==> config.mk <==
export PLATFORM = sky130hd
export DESIGN_NAME = multi_cycle_ctrl_fsm
export DESIGN_NICKNAME = d
export VERILOG_FILES = /design/src/rtl/ctrl_pkg.sv /design/src/rtl/ctrl_next_state.sv /design/src/rtl/multi_cycle_ctrl_fsm.sv
export SDC_FILE = /design/constraint.sdc
export NUM_CORES = 1
export LEC_CHECK = 0
export BUFFER_PORTS_ARGS = -buffer_cell sky130_fd_sc_hd__clkbuf_2
export CORE_AREA = 2 2 59 44
export DETAILED_ROUTE_END_ITERATION = 16
export DIE_AREA = 0 0 61 46
export GPL_TIMING_DRIVEN = 0
export SYNTH_ARGS = -nofsm -noshare
export SYNTH_HDL_FRONTEND = slang
export SYNTH_SLANG_ARGS = --single-unit
==> constraint.sdc <==
create_clock -name clk -period 1.3 [get_ports clk]
set_input_delay 0.13 -clock clk [delete_from_list [all_inputs] [get_ports clk]]
set_output_delay 0.13 -clock clk [all_outputs]
set_load 0.05 [all_outputs]
==> src/rtl/ctrl_pkg.sv <==
// ============================================================================
// Module   : ctrl_pkg
// Brief    : State, opcode and datapath-select encodings for the multi-cycle
//            RV32I control FSM.
// Revision : 1.0  initial release
// ============================================================================
`default_nettype none

package ctrl_pkg;

    typedef enum logic [3:0] {
        FETCH    = 4'd0,
        DECODE   = 4'd1,
        MEMADR   = 4'd2,
        MEMREAD  = 4'd3,
        MEMWB    = 4'd4,
        MEMWRITE = 4'd5,
        EXECUTER = 4'd6,
        EXECUTEI = 4'd7,
        ALUWB    = 4'd8,
        JAL      = 4'd9,
        BEQ      = 4'd10,
        ILLEGAL  = 4'd11
    } state_t;

    localparam logic [6:0] OP_LOAD   = 7'b0000011;
    localparam logic [6:0] OP_STORE  = 7'b0100011;
    localparam logic [6:0] OP_RTYPE  = 7'b0110011;
    localparam logic [6:0] OP_ITYPE  = 7'b0010011;
    localparam logic [6:0] OP_JAL    = 7'b1101111;
    localparam logic [6:0] OP_BRANCH = 7'b1100011;

    localparam logic [1:0] RES_ALUOUT    = 2'b00;
    localparam logic [1:0] RES_READDATA  = 2'b01;
    localparam logic [1:0] RES_ALURESULT = 2'b10;

    localparam logic [1:0] SRCA_PC    = 2'b00;
    localparam logic [1:0] SRCA_OLDPC = 2'b01;
    localparam logic [1:0] SRCA_RS1   = 2'b10;

    localparam logic [1:0] SRCB_RS2  = 2'b00;
    localparam logic [1:0] SRCB_IMM  = 2'b01;
    localparam logic [1:0] SRCB_FOUR = 2'b10;

    localparam logic [1:0] ALUOP_ADD   = 2'b00;
    localparam logic [1:0] ALUOP_SUB   = 2'b01;
    localparam logic [1:0] ALUOP_FUNCT = 2'b10;

endpackage

`default_nettype wire

==> src/rtl/ctrl_next_state.sv <==
// ============================================================================
// Module   : ctrl_next_state
// Brief    : Pure combinational next-state logic of the control FSM.
// Revision : 1.0  initial release
// ============================================================================
`default_nettype none

module ctrl_next_state
    import ctrl_pkg::*;
(
    input  state_t     state,
    input  logic [6:0] opcode,
    input  logic       mem_ready,
    output state_t     next_state
);

    always_comb begin
        next_state = state;
        case (state)
            FETCH:    next_state = mem_ready ? DECODE : FETCH;
            DECODE: begin
                case (opcode)
                    OP_LOAD,
                    OP_STORE:  next_state = MEMADR;
                    OP_RTYPE:  next_state = EXECUTER;
                    OP_ITYPE:  next_state = EXECUTEI;
                    OP_JAL:    next_state = JAL;
                    OP_BRANCH: next_state = BEQ;
                    default:   next_state = ILLEGAL;
                endcase
            end
            MEMADR:   next_state = (opcode == OP_LOAD) ? MEMREAD : MEMWRITE;
            MEMREAD:  next_state = mem_ready ? MEMWB : MEMREAD;
            MEMWB:    next_state = FETCH;
            MEMWRITE: next_state = mem_ready ? FETCH : MEMWRITE;
            EXECUTER: next_state = ALUWB;
            EXECUTEI: next_state = ALUWB;
            ALUWB:    next_state = FETCH;
            JAL:      next_state = ALUWB;
            BEQ:      next_state = FETCH;
            // ILLEGAL is a trap: only reset leaves it
            ILLEGAL:  next_state = ILLEGAL;
            default:  next_state = FETCH;
        endcase
    end

endmodule

`default_nettype wire

==> src/rtl/multi_cycle_ctrl_fsm.sv <==
// ============================================================================
// Module   : multi_cycle_ctrl_fsm
// Brief    : Main control FSM of the multi-cycle RV32I core: flop enables,
//            memory strobes and datapath mux selects per instruction phase.
// Revision : 1.0  initial release
// ============================================================================
`default_nettype none

module multi_cycle_ctrl_fsm
    import ctrl_pkg::*;
(
    input  logic       clk,
    input  logic       reset,
    input  logic [6:0] opcode,
    input  logic       zero,
    input  logic       mem_ready,
    output logic       pc_write,
    output logic       ir_write,
    output logic       adr_src,
    output logic       mem_write,
    output logic       reg_write,
    output logic [1:0] result_src,
    output logic [1:0] alu_src_a,
    output logic [1:0] alu_src_b,
    output logic [1:0] alu_op,
    output logic       illegal_instr,
    output logic [3:0] state_o
);

    state_t r_state;
    state_t w_next_state;
    logic   w_pc_update;
    logic   w_branch;

    ctrl_next_state u_next_state (
        .state      (r_state),
        .opcode     (opcode),
        .mem_ready  (mem_ready),
        .next_state (w_next_state)
    );

    always_ff @(posedge clk) begin
        if (reset) begin
            r_state <= FETCH;
        end else begin
            r_state <= w_next_state;
        end
    end

    assign state_o = r_state;

    // Outputs are forced low while reset is high so an interrupted
    // instruction cannot write back or store during the reset cycle.
    always_comb begin
        w_pc_update   = 1'b0;
        w_branch      = 1'b0;
        ir_write      = 1'b0;
        adr_src       = 1'b0;
        mem_write     = 1'b0;
        reg_write     = 1'b0;
        result_src    = RES_ALUOUT;
        alu_src_a     = SRCA_PC;
        alu_src_b     = SRCB_RS2;
        alu_op        = ALUOP_ADD;
        illegal_instr = 1'b0;
        if (!reset) begin
            case (r_state)
                FETCH: begin
                    alu_src_b   = SRCB_FOUR;
                    result_src  = RES_ALURESULT;
                    ir_write    = mem_ready;
                    w_pc_update = mem_ready;
                end
                DECODE: begin
                    alu_src_a = SRCA_OLDPC;
                    alu_src_b = SRCB_IMM;
                end
                MEMADR: begin
                    alu_src_a = SRCA_RS1;
                    alu_src_b = SRCB_IMM;
                end
                MEMREAD: begin
                    adr_src = 1'b1;
                end
                MEMWB: begin
                    result_src = RES_READDATA;
                    reg_write  = 1'b1;
                end
                MEMWRITE: begin
                    adr_src   = 1'b1;
                    mem_write = 1'b1;
                end
                EXECUTER: begin
                    alu_src_a = SRCA_RS1;
                    alu_op    = ALUOP_FUNCT;
                end
                EXECUTEI: begin
                    alu_src_a = SRCA_RS1;
                    alu_src_b = SRCB_IMM;
                    alu_op    = ALUOP_FUNCT;
                end
                ALUWB: begin
                    reg_write = 1'b1;
                end
                JAL: begin
                    alu_src_a   = SRCA_OLDPC;
                    alu_src_b   = SRCB_FOUR;
                    w_pc_update = 1'b1;
                end
                BEQ: begin
                    alu_src_a = SRCA_RS1;
                    alu_op    = ALUOP_SUB;
                    w_branch  = 1'b1;
                end
                ILLEGAL: begin
                    illegal_instr = 1'b1;
                end
                default: begin
                end
            endcase
        end
        pc_write = w_pc_update | (w_branch & zero);
    end

endmodule

`default_nettype wire

==> impl_metrics.py <==
metrics = {
    "critical_path": {
        "cp-end-kind": "primary output",
        "required_ns": 1.17,
        "path_cells": "buf_8, nor2_4, nand2_4, nor3_4, buf_8",
        "worstPathArrival_ns": 1.36,
        "cp_max_fo": 7,
        "cp.buffers_inverters": 2,
        "start_kind": "flip-flop",
        "cp_top_family": "simple AND/OR/NAND/NOR gates",
        "cp_slowest_stage_delay_ns": 0.38,
        "worst_path_most_repeated_cell": "buf_8",
        "cpMaxStageDelayCell": "dfxtp_4",
        "critical_path_class": "reg -> out",
    },
    "timing": {
        "slew_headroom_pct": 70.0,
        "worst_clock_skew_ns": 0.0112,
        "rsz0062_at_grt": "true",
        "fmax_mhz": 670,
        "worst_slack_ns": -0.192,
        "fin_tns_setup_ns": -1.88,
        "setup-violations-final": 14,
        "drv_slew": 0,
        "period_minus_slack_ns": 1.49,
        "finalCritPeriodShare_pct": 115,
        "tightest_slew_ns": 0.450,
        "whs_ns": 0.208,
        "hold_viol_final": 0,
    },
    "pwr": {
        "power.net_switching_w": 0.00101,
        "power_density_nw_per_um2": 1560,
        "peakVddDrop_v": 0.000615,
        "intPower_w": 0.000982,
        "pwr-share-seq_pct": 13.7,
        "combPwrFrac_pct": 77.9,
        "p_sw_share_pct": 50.7,
        "p_leak_nw": 0.487,
        "p_clk_share_pct": 8.4,
    },
    "logic_synthesis": {
        "syn-cell-area_sq_um": 519,
        "synth_cells": 78,
        "syn_nets": 89,
        "yosys.area.top_type": "dfxtp_1",
        "synth-seq-cells": 4,
        "postSynthAreaPerCell_sq_um": 6.66,
        "synth_ff_type": "dfxtp_1",
        "ys_seq_area_share_pct": 15.4,
        "synth.distinct_cells": 32,
        "synth_enable_flop_cells": 0,
        "synth_warnings": 0,
        "async_flop_share_pct": 0,
        "synth_top_cell_area_share_pct": 15.4,
        "synthTopCellsByArea": "dfxtp_1, o21ai_0, a21oi_1",
    },
    "global_route": {
        "track_usage_pct": 16.2,
        "grt_overflow": 0,
        "grt_pass1_wl_um": 3280,
        "grt_pass1_vias": 685,
        "grt_max_degree": 11,
        "antenna_found_initial": 0,
    },
    "clocking": {
        "cts_root_buffer": "clkbuf_4",
        "clock_path_buffers": 2,
        "cts.clk_slew.worst_paths_ns": 0.05,
        "cts_sinks": 4,
        "htree_levels": 1,
        "cts_made_buffers": 3,
        "cts_tree": "done",
        "clk_latency_ns": 0.25,
    },
    "floorplan": {
        "die_y_um": 46,
        "io_pins": 29,
        "core_area_sq_um": 2310,
        "rows": 15,
        "dieArea_sq_um": 2810,
        "fp.dieW_um": 61,
        "start_util_pct": 22.5,
    },
    "cells_and_area": {
        "synthToLayoutAreaGrowth_pct": 145,
        "largest_reg_flops": 4,
        "antenna_cells": 0,
        "nets": 132,
        "fillerInstances": 220,
        "drive_gt1_share_pct": 63.9,
        "final_common_cell": "clkbuf_2",
        "mostFrequentLayoutCells": "clkbuf_2, buf_4, buf_8, nor2_4, clkbuf_8",
        "instances_no_fill": 153,
    },
    "run_status": {
        "run_status": "finished, violations left",
        "violations": "negative setup slack",
    },
    "place": {
        "io_buffers": 27,
        "finalWeightedCongestion": 0.850,
        "dpl.hpwl_um": 1370,
        "place_inst": 139,
    },
    "drt": {
        "firstDrtPassIters": 5,
        "drc_errors": 0,
        "postRouteAntennaNets": 0,
        "drt_first_iter_violations": 27,
        "avgRoutedWirePerCell_um": 13.7,
        "num_vias": 770,
        "viasPerCell": 5.03,
        "wl_um": 2100,
    },
    "flow_run": {
        "cap_violations": 0,
    },
    "min_path": {
        "holdCritPathClass": "in -> reg",
    },
}
[metrics by stage]
step / power [W] / utilization, % / setup slack, ns / instance area, sq um
global route: 0.00209 / 55.2 / -0.233 / 1270
CTS: 0.00186 / 51.8 / -0.191 / 1190
global placement: 0.00130 / 37.1 / -0.333 / 856
floorplan: 0.00111 / - / -0.427 / 678
detailed placement: 0.00131 / 37.1 / -0.343 / 856
finish: 0.00199 / 55.2 / -0.192 / 1270
[cell families after synthesis]
family                   synth area share, %
multiplexers                            1.93
AO/OA/AOI/OAI                           25.1
XOR/XNOR                                3.37
AND/OR/NAND/NOR                         42.7
adder cells (fa/ha/maj)                 1.93
flip-flops                              15.4
buffers and inverters                   9.64
[power groups by stage]
stage | Combinational, W | Sequential [W] | Clock [W]
after floorplan | 0.000786 | 0.000325 | 0
after global routing | 0.00164 | 0.000282 | 0.000175
after global placement | 0.00106 | 0.000233 | 0
final | 0.00155 | 0.000273 | 0.000168
after CTS | 0.00143 | 0.000257 | 0.000170
after detailed placement | 0.00107 | 0.000234 | 0
[synthesized netlist by cell type, types with 2 or more instances]
master / instances
inv_1: 4
nor3_1: 3
xnor2_1: 2
dfxtp_1: 4
and3_1: 2
nor2_1: 7
nand3_1: 3
a21oi_1: 6
o21ai_0: 7
nand2b_1: 4
nand2_1: 5
nor4_1: 3
and2_1: 3
buf_2: 4
nand4b_1: 2
a31oi_1: 3
[repair_timing]
| item | 4_1_cts | 5_1_grt |
|---|---|---|
| pin swaps | 11 | 5 |
| setup endpoints to repair | 14 | 17 |
| hold buffers | 0 | 0 |
| gates resized for setup | 54 | 15 |
| gates cloned | 1 | 1 |
| setup buffers | 8 | 2 |
[worst register-to-register path, delay by kind of cell, from the launching register on]
family | cells | cell delay (ns)
compound gates | 3 | 0.39
buf+inv | 3 | 0.41
flops | 1 | 0.39
[area by class of cell]
| type | instances | area (sq um) | area share [%] |
|---|---|---|---|
| Tap cell | 34 | 42.5 | 3.34 |
| Timing Repair Buffer | 39 | 434 | 34.1 |
| Clock buffer | 3 | 22.5 | 1.77 |
| Inverter | 4 | 15.0 | 1.18 |
| Multi-Input combinational cell | 64 | 584 | 45.9 |
| Buffer | 5 | 80.1 | 6.29 |
| Sequential cell | 4 | 95.1 | 7.47 |
[worst paths after layout]
check	from	to	slack, ns	depth (start not counted)
max	state_o[3]	result_src[0]	-0.19	5
min	opcode[4]	state_o[2]	0.21	3
max reg2reg	state_o[0]	state_o[0]	0.02	6
min reg2reg	state_o[0]	state_o[3]	0.67	2
[routing by layer]
metal	GRT usage (%)	up-vias	wire (um)
met2	24.5	36	981
met3	5.11	3	155
met1	22.4	354	942
met5	0	-	0
met4	3.91	0	14
li1	-	377	-
No activity file was read; power rests on OpenSTA's default activity.
